===== src/rtl/jtpopeye_sdram.sv =====
// jtpopeye_sdram: single-bank SDRAM controller returning two consecutive 16-bit words per read.
// Download writes are compiled in only when JTPOPEYE_SDRAM_WRITE_EN is defined.
module jtpopeye_sdram #(
  parameter int CL             = 2,
  parameter int INIT_WAIT      = 2400,
  parameter int REFRESH_PERIOD = 390
) (
  input  logic        clk,
  input  logic        rst,
  input  logic        sdram_req,
  input  logic [21:0] sdram_addr,
  output logic        sdram_ack,
  output logic        data_rdy,
  output logic [31:0] data_read,
  input  logic        refresh_en,
  output logic        loop_rst,
  input  logic        downloading,
  input  logic [21:0] prog_addr,
  input  logic [15:0] prog_data,
  input  logic        prog_we,
  output logic        prog_rdy,
  input  logic [15:0] SDRAM_DQ_IN,
  output logic [15:0] SDRAM_DQ_OUT,
  output logic        SDRAM_DQ_OE,
  output logic [12:0] SDRAM_A,
  output logic [1:0]  SDRAM_BA,
  output logic [3:0]  SDRAM_CMD,
  output logic [1:0]  SDRAM_DQM
);
  localparam logic [3:0] NOP = 4'b0111, ACT = 4'b0011, RD = 4'b0101, WR = 4'b0100,
                         PRE = 4'b0010, REF = 4'b0001, MRS = 4'b0000;
  typedef enum logic [2:0] {INIT, IDLE, READ, WRITE, REFRESH} state_t;
  state_t state;
  logic [31:0] cnt, rcnt;
  logic [8:0] col;
  logic [15:0] word0;
  logic pending, rf_tick, rf_go, rd_go;
  assign SDRAM_BA = 2'b00;
  assign SDRAM_DQM = 2'b00;
  assign rf_tick = rcnt == REFRESH_PERIOD - 1;
  assign rf_go = pending && refresh_en;
`ifdef JTPOPEYE_SDRAM_WRITE_EN
  logic pw;
  logic [21:0] paddr;
  logic [15:0] pdata;
  assign rd_go = sdram_req && !downloading;
`else
  logic unused;
  assign unused = ^{downloading, prog_addr, prog_data, prog_we};
  assign rd_go = sdram_req;
  assign prog_rdy = 1'b0;
  assign SDRAM_DQ_OUT = 16'h0000;
  assign SDRAM_DQ_OE = 1'b0;
`endif
  always_ff @(posedge clk) begin
    if (rst) begin
      state     <= INIT;
      cnt       <= '0;
      rcnt      <= '0;
      pending   <= 1'b0;
      loop_rst  <= 1'b1;
      SDRAM_CMD <= NOP;
      SDRAM_A   <= '0;
      sdram_ack <= 1'b0;
      data_rdy  <= 1'b0;
      data_read <= '0;
      col       <= '0;
      word0     <= '0;
`ifdef JTPOPEYE_SDRAM_WRITE_EN
      pw           <= 1'b0;
      prog_rdy     <= 1'b0;
      SDRAM_DQ_OE  <= 1'b0;
      SDRAM_DQ_OUT <= '0;
`endif
    end else begin
      SDRAM_CMD <= NOP;
      sdram_ack <= 1'b0;
      data_rdy  <= 1'b0;
      cnt       <= cnt + 32'd1;
      rcnt      <= rf_tick ? '0 : rcnt + 32'd1;
`ifdef JTPOPEYE_SDRAM_WRITE_EN
      prog_rdy    <= 1'b0;
      SDRAM_DQ_OE <= 1'b0;
      if (prog_we) begin
        pw    <= 1'b1;
        paddr <= prog_addr;
        pdata <= prog_data;
      end else if (state == IDLE && !rf_go) pw <= 1'b0;
`endif
      case (state)
        INIT: begin
          SDRAM_CMD <= cnt == INIT_WAIT ? PRE :
                       (cnt == INIT_WAIT + 1 || cnt == INIT_WAIT + 9) ? REF :
                       cnt == INIT_WAIT + 17 ? MRS : NOP;
          SDRAM_A   <= cnt == INIT_WAIT ? 13'h400 : cnt == INIT_WAIT + 17 ? 13'(CL << 4) : 13'h000;
          if (cnt == INIT_WAIT + 20) begin
            loop_rst <= 1'b0;
            state    <= IDLE;
          end
        end
        IDLE: begin
          cnt <= '0;
          if (rf_go) begin
            SDRAM_CMD <= REF;
            state     <= REFRESH;
          end
`ifdef JTPOPEYE_SDRAM_WRITE_EN
          else if (pw) begin
            SDRAM_CMD <= ACT;
            SDRAM_A   <= paddr[21:9];
            col       <= paddr[8:0];
            state     <= WRITE;
          end
`endif
          else if (rd_go) begin
            SDRAM_CMD <= ACT;
            SDRAM_A   <= sdram_addr[21:9];
            col       <= sdram_addr[8:0];
            sdram_ack <= 1'b1;
            state     <= READ;
          end
        end
        READ: begin
          // second column wraps inside the row; A10 on it closes the row
          SDRAM_CMD <= (cnt == 32'd1 || cnt == 32'd2) ? RD : NOP;
          SDRAM_A   <= {2'b00, cnt == 32'd2, 1'b0, cnt == 32'd2 ? col + 9'd1 : col};
          if (cnt == CL + 2) word0 <= SDRAM_DQ_IN;
          if (cnt == CL + 3) begin
            data_read <= {SDRAM_DQ_IN, word0};
            data_rdy  <= 1'b1;
          end
          if (cnt == CL + 4) state <= IDLE;
        end
        REFRESH: begin
          if (cnt == 32'd6) begin
            state   <= IDLE;
            pending <= 1'b0;
          end
        end
`ifdef JTPOPEYE_SDRAM_WRITE_EN
        WRITE: begin
          SDRAM_CMD    <= cnt == 32'd1 ? WR : NOP;
          SDRAM_A      <= {4'b0010, col};
          SDRAM_DQ_OE  <= cnt == 32'd1;
          SDRAM_DQ_OUT <= pdata;
          if (cnt == 32'd4) begin
            prog_rdy <= 1'b1;
            state    <= IDLE;
          end
        end
`endif
        default: state <= IDLE;
      endcase
      // a new refresh tick outranks the clear at the end of REFRESH
      if (rf_tick) pending <= 1'b1;
    end
  end
endmodule


===== config.mk =====
export PLATFORM = sky130hd
export DESIGN_NAME = jtpopeye_sdram
export DESIGN_NICKNAME = d
export VERILOG_FILES = /design/src/rtl/jtpopeye_sdram.sv
export SDC_FILE = /design/constraint.sdc
export NUM_CORES = 1
export LEC_CHECK = 0
export CORE_MARGIN = 2
export CORE_UTILIZATION = 45
export DETAILED_ROUTE_END_ITERATION = 8
export GPL_ROUTABILITY_DRIVEN = 0
export PLACE_DENSITY = 0.74
export REMOVE_ABC_BUFFERS = 1
export SLEW_MARGIN = 5
export SYNTH_ARGS = -nofsm -noshare
export SYNTH_HDL_FRONTEND = slang
export SYNTH_SLANG_ARGS = --single-unit

===== constraint.sdc =====
create_clock -name clk -period 4.5 [get_ports clk]
set_input_delay 1.125 -clock clk [delete_from_list [all_inputs] [get_ports clk]]
set_output_delay 1.125 -clock clk [all_outputs]
set_load 0.01 [all_outputs]

==> key figures <==
Synth
  – Yosys warns: 0
  – Synth cell types: 51
  – Seq cells post-synth: 144
  – EDFF count, synth: 0
  – Mux cell area share after synthesis: 0.01598
  – Post-Synth Simple-Gate Area: 0.2864
  – Synth Flop Type: dfxtp_1
  – Fraction of synthesized cell area in xor and xnor cells: 0.08284
  – Synthesized area: 6344 um^2
  – Largest family of logic cells by synthesized area: simple AND/OR/NAND/NOR gates
  – Post-synth top area cell: dfxtp_1
  – Post-synth ARST share: 0
  – Syn Area/Cell: 8.196 um^2
  – Cells after Synth: 774
  – Register area share after synthesis: 0.4544
  – Synth area leaders: dfxtp_1 45%, nand2_1 7.8%, nor2_1 5.8%
  – Adder-cell share of the synthesized area: 0.01381
  – Post-synth top area share: 0.4544
  – Compound-cell area share of the yosys netlist: 0.08619

STA
  – Actual slew at the worst max-slew pin: 0.7905 ns
  – Hold Violations, Final: 0
  – Final min period: 2.535 ns
  – Fin worst setup slack: 1.966 ns
  – Worst slew margin: 0.4714
  – Final period utilization: 0.5632
  – Setup TNS: 0 ns
  – Final Setup Violations: 0
  – Max frequency: 0.3946 GHz
  – Layout Skew: 0.007838 ns
  – RSZ-0062 raised after global routing: no
  – Max Transition Viols Final: 0

Worst setup path
  – Arr. time, crit path: 2.82 ns
  – Critical Path Max Stage Delay: 0.66 ns
  – Worst Setup End Kind: flip-flop
  – Critical Path RT: 4.79 ns
  – CP Launch Type: flip-flop
  – Worst path bufs/invs: 0
  – Worst Path Max Fanout: 16
  – CP top delay family: simple AND/OR/NAND/NOR gates
  – CP Class: flip-flop to flip-flop
  – Crit-path cells: nor4_2, nand4_2, nor3_1, nand4_1, nand2_1, a21oi_1
  – Critical-path top delay cell: nand4_1

Floorplanning
  – Total core area: 13830 um^2
  – Die Wd: 122.7 um
  – Io pins: 156
  – Die ar.: 15060 um^2
  – Initial Util: 0.4588
  – Die H: 122.7 um
  – Placement Rows: 43

Detailed routing
  – DRC: 0
  – Post-DR wirelength/cell: 13.37 um
  – ANT nets after route: 0
  – Total Wirelength: 13960 um
  – Via-to-Cell Ratio: 5.145
  – DR vias: 5371
  – Pre-Repair DR Iteration Count: 5
  – Number of DRC markers in iteration 0: 423

Finish
  – Post-layout instance area: 7910 um^2
  – Final core occ: 0.5721
  – Area Overhead vs Synth: 24.69%
  – Final cell count without fillers: 1044
  – Number of inserted diodes: 0
  – Share of layout cells above drive strength 1: 0.05787
  – Nets: 940

GRT
  – Initial antenna violation count: 0
  – First-pass GRT wire length: 23090 um
  – Global route overflow: 0
  – Vias in the first global route: 4885
  – Gr usage total: 0.1937
  – Largest net degree at the start of global routing: 47

Clocking
  – Reg clk slew, reported paths: 0.06 ns
  – Postcts setup bufs: 0
  – Clock latency on the worst-skew pair: 0.43 ns
  – Inserted Clock Buffers: 17
  – Clock Path Buffers: 2
  – Htree depth: 4
  – Root Driver: clkbuf_16
  – CTS tree: built
  – Cts hold-fix bufs: 0
  – CTS-repair resized insts: 0
  – Clk sink count: 144

Place
  – DPL Wire Length: 9549 um
  – Port Buffers: 92
  – Post-DP Area: 7291 um^2
  – Placed cell count: 1012
  – DP Worst Slack: 1.748 ns

Run status
  – Status: complete, no violations

Hold path
  – Hold crit path type: flip-flop to flip-flop

Power and ir drop
  – PD cells: 378.6 nW/um^2
  – P_leak: 2.850 nW
  – Peak supply drop: 244.5 uV

Flow run
  – Max-cap violation count: 0
worst register-to-register path: stages (launching register included):
cell and delay, ns:
dfxtp_1 0.34, nor4_2 0.36, nand4_2 0.35, nor3_1 0.32, nand4_1 0.66, nand2_1 0.27, a21oi_1 0.10
kinds of logic after synthesis:
kind of cell | after synthesis
compound gates | 99
xor+xnor | 60
flops | 144
mux | 10
buf+inv | 75
simple gates | 378
fa+ha+maj | 7
other cells | 1
through the flow:
stage / hold WS, ns / total power [W]
after floorplan: 0.4260 / 0.001454
after global placement: 0.4352 / 0.001563
after detailed placement: 0.4385 / 0.001564
after CTS: 0.4515 / 0.003023
after global routing: 0.4657 / 0.003102
final: 0.4479 / 0.002995
synth_stat cells, drive strengths merged (2+ instances only):
library cell,n
a221oi,3
nand3b,2
nor2b,3
nor2,98
or2,2
or4b,3
a21oi,71
clkbuf,30
nor3b,4
o21ai,9
nand3,35
inv,12
or3,11
buf,33
a21o,2
nand2b,3
ha,7
nor4,14
dfxtp,144
nor3,15
and3,22
mux2i,9
xnor2,23
and4,3
nand2,131
o22ai,4
a211oi,3
xor2,37
nor4b,2
nand4,26
metal layers:
layer  vias to the layer above  wire [um]  global-route usage
met1                      2455       6400              0.2486
met3                        17       1003             0.05390
met2                       161       6344              0.3115
li1                       2738          -                   -
met5                         -          0                   0
met4                         0        210             0.06897
cell type report:
| class | count | area, um^2 |
|---|---|---|
| tap | 180 | 225.2 |
| multi-input combinational | 577 | 3169 |
| inverter | 12 | 45.04 |
| clock buffer | 18 | 439.2 |
| clock inverter | 14 | 180.2 |
| sequential | 144 | 2883 |
| fill | 1231 | 5917 |
| timing repair buffer | 99 | 968.4 |
power breakdown:
group          total (W)  switching [W]  internal, W
Sequential       0.00132      0.0000218      0.00130
Combinational   0.000219       0.000121    0.0000982
Clock            0.00146       0.000563     0.000894
state kept, by name, summed over array words and instances (netlist names):
register,flops
state,3
word0,16
data_rdy,1
rcnt,32
SDRAM_CMD,3
pending,1
SDRAM_A,13
cnt,32
loop_rst,1
data_read,32
sdram_ack,1
col,9
final timing paths:
path                                   start            to  slack (ns)  cells past startpoint
worst max register to register       cnt[27]     word0[15]        1.97                      6
worst min-delay path            data_read[7]  data_read[7]        0.45                      2
worst max-delay path                 cnt[27]     word0[15]        1.97                      6
worst min register to register  data_read[7]  data_read[7]        0.45                      2
layout by cell type, fill, tap and decap left out, types with 17 or more instances in the layout:
| master | instances |
|---|---|
| xor2_1 | 37 |
| xnor2_1 | 23 |
| clkdlybuf4s50_1 | 91 |
| a21oi_1 | 71 |
| and3_1 | 22 |
| nand4_1 | 25 |
| clkbuf_16 | 17 |
| conb_1 | 23 |
| nand2_1 | 131 |
| nor2_1 | 98 |
| nand3_1 | 35 |
| dfxtp_1 | 144 |
Note: power is estimated with default switching activity, not from simulation.
